## config.mk

```make
export PLATFORM = sky130hd
export DESIGN_NAME = axis_demux
export DESIGN_NICKNAME = d
export VERILOG_FILES = /design/src/rtl/axis_demux.sv
export SDC_FILE = /design/constraint.sdc
export NUM_CORES = 1
export LEC_CHECK = 0
export CAP_MARGIN = 20
export CORE_ASPECT_RATIO = 1.4
export CORE_MARGIN = 3
export CORE_UTILIZATION = 48
export DETAILED_ROUTE_END_ITERATION = 8
export DONT_BUFFER_PORTS = 1
export PLACE_DENSITY = 0.69
export SYNTH_ARGS = -nofsm -noshare
export SYNTH_HDL_FRONTEND = slang
export SYNTH_SLANG_ARGS = --single-unit
```

## constraint.sdc

```tcl
create_clock -name clk -period 2 [get_ports clk]
set_clock_uncertainty 0.05 [all_clocks]
set_input_delay 0.1 -clock clk [delete_from_list [all_inputs] [get_ports clk]]
set_output_delay 0.1 -clock clk [all_outputs]
set_load 0.02 [all_outputs]
```

## src/rtl/axis_demux.sv

```systemverilog
// axis_demux: 1-to-2 AXI-stream packet demultiplexer.
// Whole packets are routed to port 1 or port 2 according to `sel`, which is
// sampled only on the first beat of a packet. Each master port has a one-beat
// registered output slice.
// Optional build macro AXIS_DEMUX_PKT_CNT_EN adds per-port 8-bit counters of
// packets leaving each master port (pkt_cnt_1 / pkt_cnt_2).
module axis_demux #(
    parameter int unsigned DATA_W = 8
) (
    input  logic              clk,
`ifdef AXIS_DEMUX_PKT_CNT_EN
    output logic [7:0]        pkt_cnt_1,
    output logic [7:0]        pkt_cnt_2,
`endif
    input  logic              reset,
    input  logic              sel,
    input  logic [DATA_W-1:0] s_data,
    input  logic              s_valid,
    output logic              s_ready,
    input  logic              s_last,
    output logic [DATA_W-1:0] m_data_1,
    output logic              m_valid_1,
    input  logic              m_ready_1,
    output logic              m_last_1,
    output logic [DATA_W-1:0] m_data_2,
    output logic              m_valid_2,
    input  logic              m_ready_2,
    output logic              m_last_2
);

    typedef enum logic [1:0] {
        IDLE    = 2'd0,
        ROUTE_1 = 2'd1,
        ROUTE_2 = 2'd2
    } state_t;

    state_t state;

    logic slot_1_free;
    logic slot_2_free;
    logic target_2;
    logic xfer;
    logic load_1;
    logic load_2;

    // Target port selection and slave handshake; sel is only live in IDLE
    always_comb begin
        slot_1_free = ~m_valid_1 | m_ready_1;
        slot_2_free = ~m_valid_2 | m_ready_2;
        target_2    = (state == IDLE) ? sel : (state == ROUTE_2);
        s_ready     = ~reset & (target_2 ? slot_2_free : slot_1_free);
        xfer        = s_valid & s_ready;
        load_1      = xfer & ~target_2;
        load_2      = xfer &  target_2;
    end

    // Packet routing FSM: lock onto a port for the duration of a packet
    always_ff @(posedge clk) begin
        if (reset) begin
            state <= IDLE;
        end else if (xfer) begin
            if (s_last) begin
                state <= IDLE;
            end else begin
                state <= target_2 ? ROUTE_2 : ROUTE_1;
            end
        end
    end

    // Port-1 output slice: a new beat replaces a draining one for full throughput
    always_ff @(posedge clk) begin
        if (reset) begin
            m_valid_1 <= 1'b0;
            m_data_1  <= '0;
            m_last_1  <= 1'b0;
        end else if (load_1) begin
            m_valid_1 <= 1'b1;
            m_data_1  <= s_data;
            m_last_1  <= s_last;
        end else if (m_ready_1) begin
            m_valid_1 <= 1'b0;
        end
    end

    // Port-2 output slice: same behaviour as port 1, independent stall
    always_ff @(posedge clk) begin
        if (reset) begin
            m_valid_2 <= 1'b0;
            m_data_2  <= '0;
            m_last_2  <= 1'b0;
        end else if (load_2) begin
            m_valid_2 <= 1'b1;
            m_data_2  <= s_data;
            m_last_2  <= s_last;
        end else if (m_ready_2) begin
            m_valid_2 <= 1'b0;
        end
    end

`ifdef AXIS_DEMUX_PKT_CNT_EN
    // Count packets leaving each port (last beat handshaken downstream), wraps at 8 bits
    always_ff @(posedge clk) begin
        if (reset) begin
            pkt_cnt_1 <= 8'd0;
            pkt_cnt_2 <= 8'd0;
        end else begin
            if (m_valid_1 & m_ready_1 & m_last_1) begin
                pkt_cnt_1 <= pkt_cnt_1 + 8'd1;
            end
            if (m_valid_2 & m_ready_2 & m_last_2) begin
                pkt_cnt_2 <= pkt_cnt_2 + 8'd1;
            end
        end
    end
`endif

endmodule

```

# Word-level counts from Yosys, hierarchy flattened
# Cells that the tools add are included.
[totals] reg_bits=22 wordCells=29
[op_classes] n_eq_ne=1 muxes=8 bitwise_logic=10 n_reduce_logical=3
[ops] operator="1-bit two-way mux" count=6
[ops] operator="1-bit AND" count=4
[ops] operator="2-bit two-way mux" count=2
[ops] operator="1-bit NOT" count=4
[ops] operator="2-bit nonzero test" count=2
[ops] operator="2-bit equality test, second input constant" count=1
[ops] operator="2-bit logical NOT" count=1
[ops] operator="1-bit bitwise OR" count=2

# Depth between registers and ports, before layout
[logic_depth] word_depth=7 mapped_depth=5 ltp_nobuf=3

# Worst setup path after synthesis
# Ideal clock, no wire load.
[synth_path] path_type="reg2out" from="register state[1]" to="output s_ready" arrival_time_ns=1.346 path_slack_ns=0.504 stages_incl_launch_ff=5 n_path_buf=1 path_cell_list="dfxtp_1 -> o21bai_1 -> buf_2 -> nor2_1 -> a211oi_1"
[synth_between] elab_chain_len=4 elab_cells_between_ends=5 cone_classes="1 x eq/ne; 2 x mux; 1 x bitwise; 1 x reduce/logical"
[synth_lines] item="start: declaration" line_no="37" source="state_t state;"
[synth_lines] item="start signal: assignment" line_no="65" source="state <= target_2 ? ROUTE_2 : ROUTE_1;"
[synth_lines] item="2-bit equality test or 2-bit logical NOT (tied branches)" line_no="50" source="target_2 = (state == IDLE) ? sel : (state == ROUTE_2);"
[synth_lines] item="1-bit two-way mux *" line_no="50"
[synth_lines] item="1-bit two-way mux *" line_no="51" source="s_ready = ~reset & (target_2 ? slot_2_free : slot_1_free);"
[synth_lines] item="1-bit AND *" line_no="51"
[synth_lines] item="end: declaration" line_no="19" source="output logic s_ready,"
# Every way passes the cells marked *; elsewhere a longest branch is shown, timed or not.

# Worst setup path after layout
[layout_path] from="register state[1]" to="register m_data_1[4]"
[layout_between] elab_chain_len=6 elab_cells_between_ends=8 cone_classes="1 x eq/ne; 2 x mux; 4 x bitwise; 1 x reduce/logical"
[layout_lines] item="2-bit equality test or 2-bit logical NOT (tied branches)" line_no="50"
[layout_lines] item="1-bit two-way mux *" line_no="50"
[layout_lines] item="1-bit two-way mux" line_no="51"
[layout_lines] item="1-bit AND" line_no="51"
[layout_lines] item="1-bit AND" line_no="52" source="xfer = s_valid & s_ready;"
[layout_lines] item="1-bit AND *" line_no="53" source="load_1 = xfer & ~target_2;"
[layout_lines] item="end signal: assignment" line_no="78" source="m_data_1 <= s_data;"
[layout_lines] item="end: declaration" line_no="21" source="output logic [DATA_W-1:0] m_data_1,"
# Marks and branches as above.
# A chain may end at the register's enable or synchronous reset.

==> out/summary.txt <==
top cell family by delay on the critical path = buffers and inverters
area delta synth->final = 17.4%
R2R Path Start = state[1]
category of the worst setup path capture point = register
share of the core filled with cells in the final layout = 61.9%
Core Footprint = 1850 um^2
area taken by multi-input logic gates = 458 um^2
number of distinct library cell variants in the gate-level netlist after synthesis = 20
Max stage delay cell, worst path = sky130_fd_sc_hd__dlygate4sd3_1
most frequently used flop master after synthesis = sky130_fd_sc_hd__dfxtp_1
Layout fillers = 158
starting density of the core = 52.7%
CTS Sinks = 22
sequence of cells on the critical path = o21bai_1 -> buf_4 -> nand4_1 -> a21oi_1 -> dlygate4sd3_1
clock tree from TritonCTS = built
cell taking the most area after synthesis = sky130_fd_sc_hd__dfxtp_1
critical path startpoint category = register
Ys Warns = 0
Clock Pin Slew Worst Setup and Hold Paths = 0.14 ns
actual transition at the worst max-transition pin = 0.754 ns
antenna-violating nets left = 0
Site Rows = 18
global-route wire length before repair = 4.21 mm
most frequent cell after synthesis = sky130_fd_sc_hd__dfxtp_1
routability-driven placement congestion ratio = 0.811
total number of vias = 920
Setup TNS = 0 ns
Cells after Synth = 111
proportion of layout cells with a drive suffix above 1 = 9.32%
share of Yosys cell area claimed by the top area cell type = 45.2%
setup slack of the critical path after layout = 0.126 ns
depth of the critical timing path with buffers and inverters included = 5
area of the die = 2610 um^2
clk root buf = sky130_fd_sc_hd__clkbuf_4
sequential cell area fraction in the yosys report = 45.2%
Max-Cap Viols = 0
worst hold-check path type = input port to register
floorplan die width = 44.1 um
post-placement cell area = 980 um^2
final cycle utilization of the critical path = 93.7%
RSZ-0062 raised after global routing = false
maximum number of pins on one net before global-route repair = 23
top post-synthesis cells by area = sky130_fd_sc_hd__dfxtp_1 (45%), sky130_fd_sc_hd__o31ai_1 (14%), sky130_fd_sc_hd__nand4_1 (12%)
post-placement worst setup slack = 0.582 ns
initial antenna violation count = 0
clock buffer depth = 2
post-synth design cell area = 973 um^2
highest net fanout along the worst path = 18
max-slew violation count = 0
ratio of total power to cell area = 823 nW/um^2
Residual DRC = 0
Synth Net Count = 126
flop2flop setup slack = 0.13 ns
DP Wirelength = 1.68 mm
port bufs = 0
num ports = 36
number of global-route vias before repair = 900
FF-to-FF End = m_data_1[4]
Final Hold Viols = 0
H-tree depth reported by CTS = 1
hold_sp = sel
number of setup buffers added after CTS = 0
relative max-transition margin = 49.6%
async set-or-reset flop fraction in the synthesized netlist = 0%
Worst Hold Path EP = m_last_1
ratio of routed vias to standard cells = 6.67
filler-free cell count of the finished design = 138
Layout Cell Area excl Fill = 1140 um^2
Register-to-Register Path Depth = 5
Resized cells post-CTS = 0
overall fraction of global-route tracks in use = 21.0%
latest clock arrival within the worst-skew pair = 0.31 ns
post-synthesis sequential element count = 22
standby leakage power = 0.395 nW
most common library cells after synthesis = sky130_fd_sc_hd__dfxtp_1 (22), sky130_fd_sc_hd__a21oi_1 (21), sky130_fd_sc_hd__nand4_1 (18), sky130_fd_sc_hd__o31ai_1 (18), sky130_fd_sc_hd__clkbuf_1 (7)
Hold Path Cell Cnt = 3
data arrival time of the critical path = 2.09 ns
DR iter-0 viols = 47
Diodes inserted = 0
final-stage net count = 134
WS Path Type = register to register
data required time at the worst endpoint = 2.22 ns
final hold slack = 0.0585 ns
total power = 940 uW
worst path buffer plus inverter count = 2
total of endpoints with negative setup slack in the final report = 0
mean instance size in the synthesized netlist = 8.77 um^2
outcome = complete, no violations
register area = 440 um^2
vertical extent of the die = 59.3 um
final period demand of the worst path = 1.87 ns
stage delay of the slowest cell on the critical path = 0.56 ns
total iterations of the first detailed-routing run = 4
routed length per instance = 18.2 um
worst voltage drop across the vdd grid = 0.386 mV
Routed WL = 2.51 mm
number of synthesized flops with an enable pin = 0
Placed Instances = 123
hold buffer count at CTS = 11
max frequency = 534 MHz
number of CTS-inserted buffers = 3
total global routing overflow = 0
-- per-layer routing --
metal  global-route usage (%)  up-vias  wire, um
met4                     7.33        0        40
met3                     4.86        6       177
met5                        0        -         0
li1                         -      444         -
met2                     34.2       36      1240
met1                     26.7      434      1050
-- worst max path at each step --
stage,startpoint,endpoint,slack (ns)
final,state[1],m_data_1[4],0.13
after global routing,state[1],m_data_1[4],0.04
after CTS,state[1],m_data_1[4],0.15
after detailed placement,state[1],state[0],0.58
after global placement,state[1],state[0],0.63
after floorplan,state[1],s_ready,0.50
-- registers in the layout, indices dropped and copies added (netlist names) --
name	flops
m_data_1	8
m_data_2	8
m_last_1	1
m_last_2	1
m_valid_1	1
m_valid_2	1
state	2
-- cells by family (layout without fill, tap and decap cells) --
| group | Yosys count | in the layout | share of synthesized area (%) |
|---|---|---|---|
| AND/OR/NAND/NOR | 29 | 29 | 18.3 |
| AO/OA/AOI/OAI | 44 | 44 | 28.8 |
| buffers and inverters | 16 | 23 | 7.71 |
| flip-flops | 22 | 22 | 45.2 |
-- tightest hold or removal path, stage by stage --
cell and delay, ns:
sky130_fd_sc_hd__o21bai_1 0.10, sky130_fd_sc_hd__nand4_1 0.11, sky130_fd_sc_hd__a21oi_1 0.05
-- final cells by class --
cell class,count,area share [%]
clock inverter,1,2.63
sequential,22,38.6
inverter,1,0.329
clock buffer,3,1.97
multi-input combinational,73,40.1
timing repair buffer,18,14.2
tap,20,2.19
-- where the power goes --
group	internal, mW	total [mW]	switching (mW)	leakage [nW]
Combinational	0.0449	0.114	0.0691	0.188
Sequential	0.455	0.485	0.0299	0.179
Clock	0.202	0.341	0.138	0.0279
Total	0.703	0.940	0.237	0.395
-- layout by cell type, fill, tap and decap left out, drive strengths merged --
cell type / n
dfxtp: 22
a21oi: 21
nand4: 18
o31ai: 18
dlygate4sd3: 11
buf: 7
nor2b: 3
nand2b: 3
clkbuf: 3
nand3: 2
o21bai: 1
nor2: 1
a211oi: 1
o21ba: 1
inv: 1
nor4: 1
a41o: 1
o21ai: 1
or4: 1
bufinv: 1
Power figures use the tool's default switching activity.
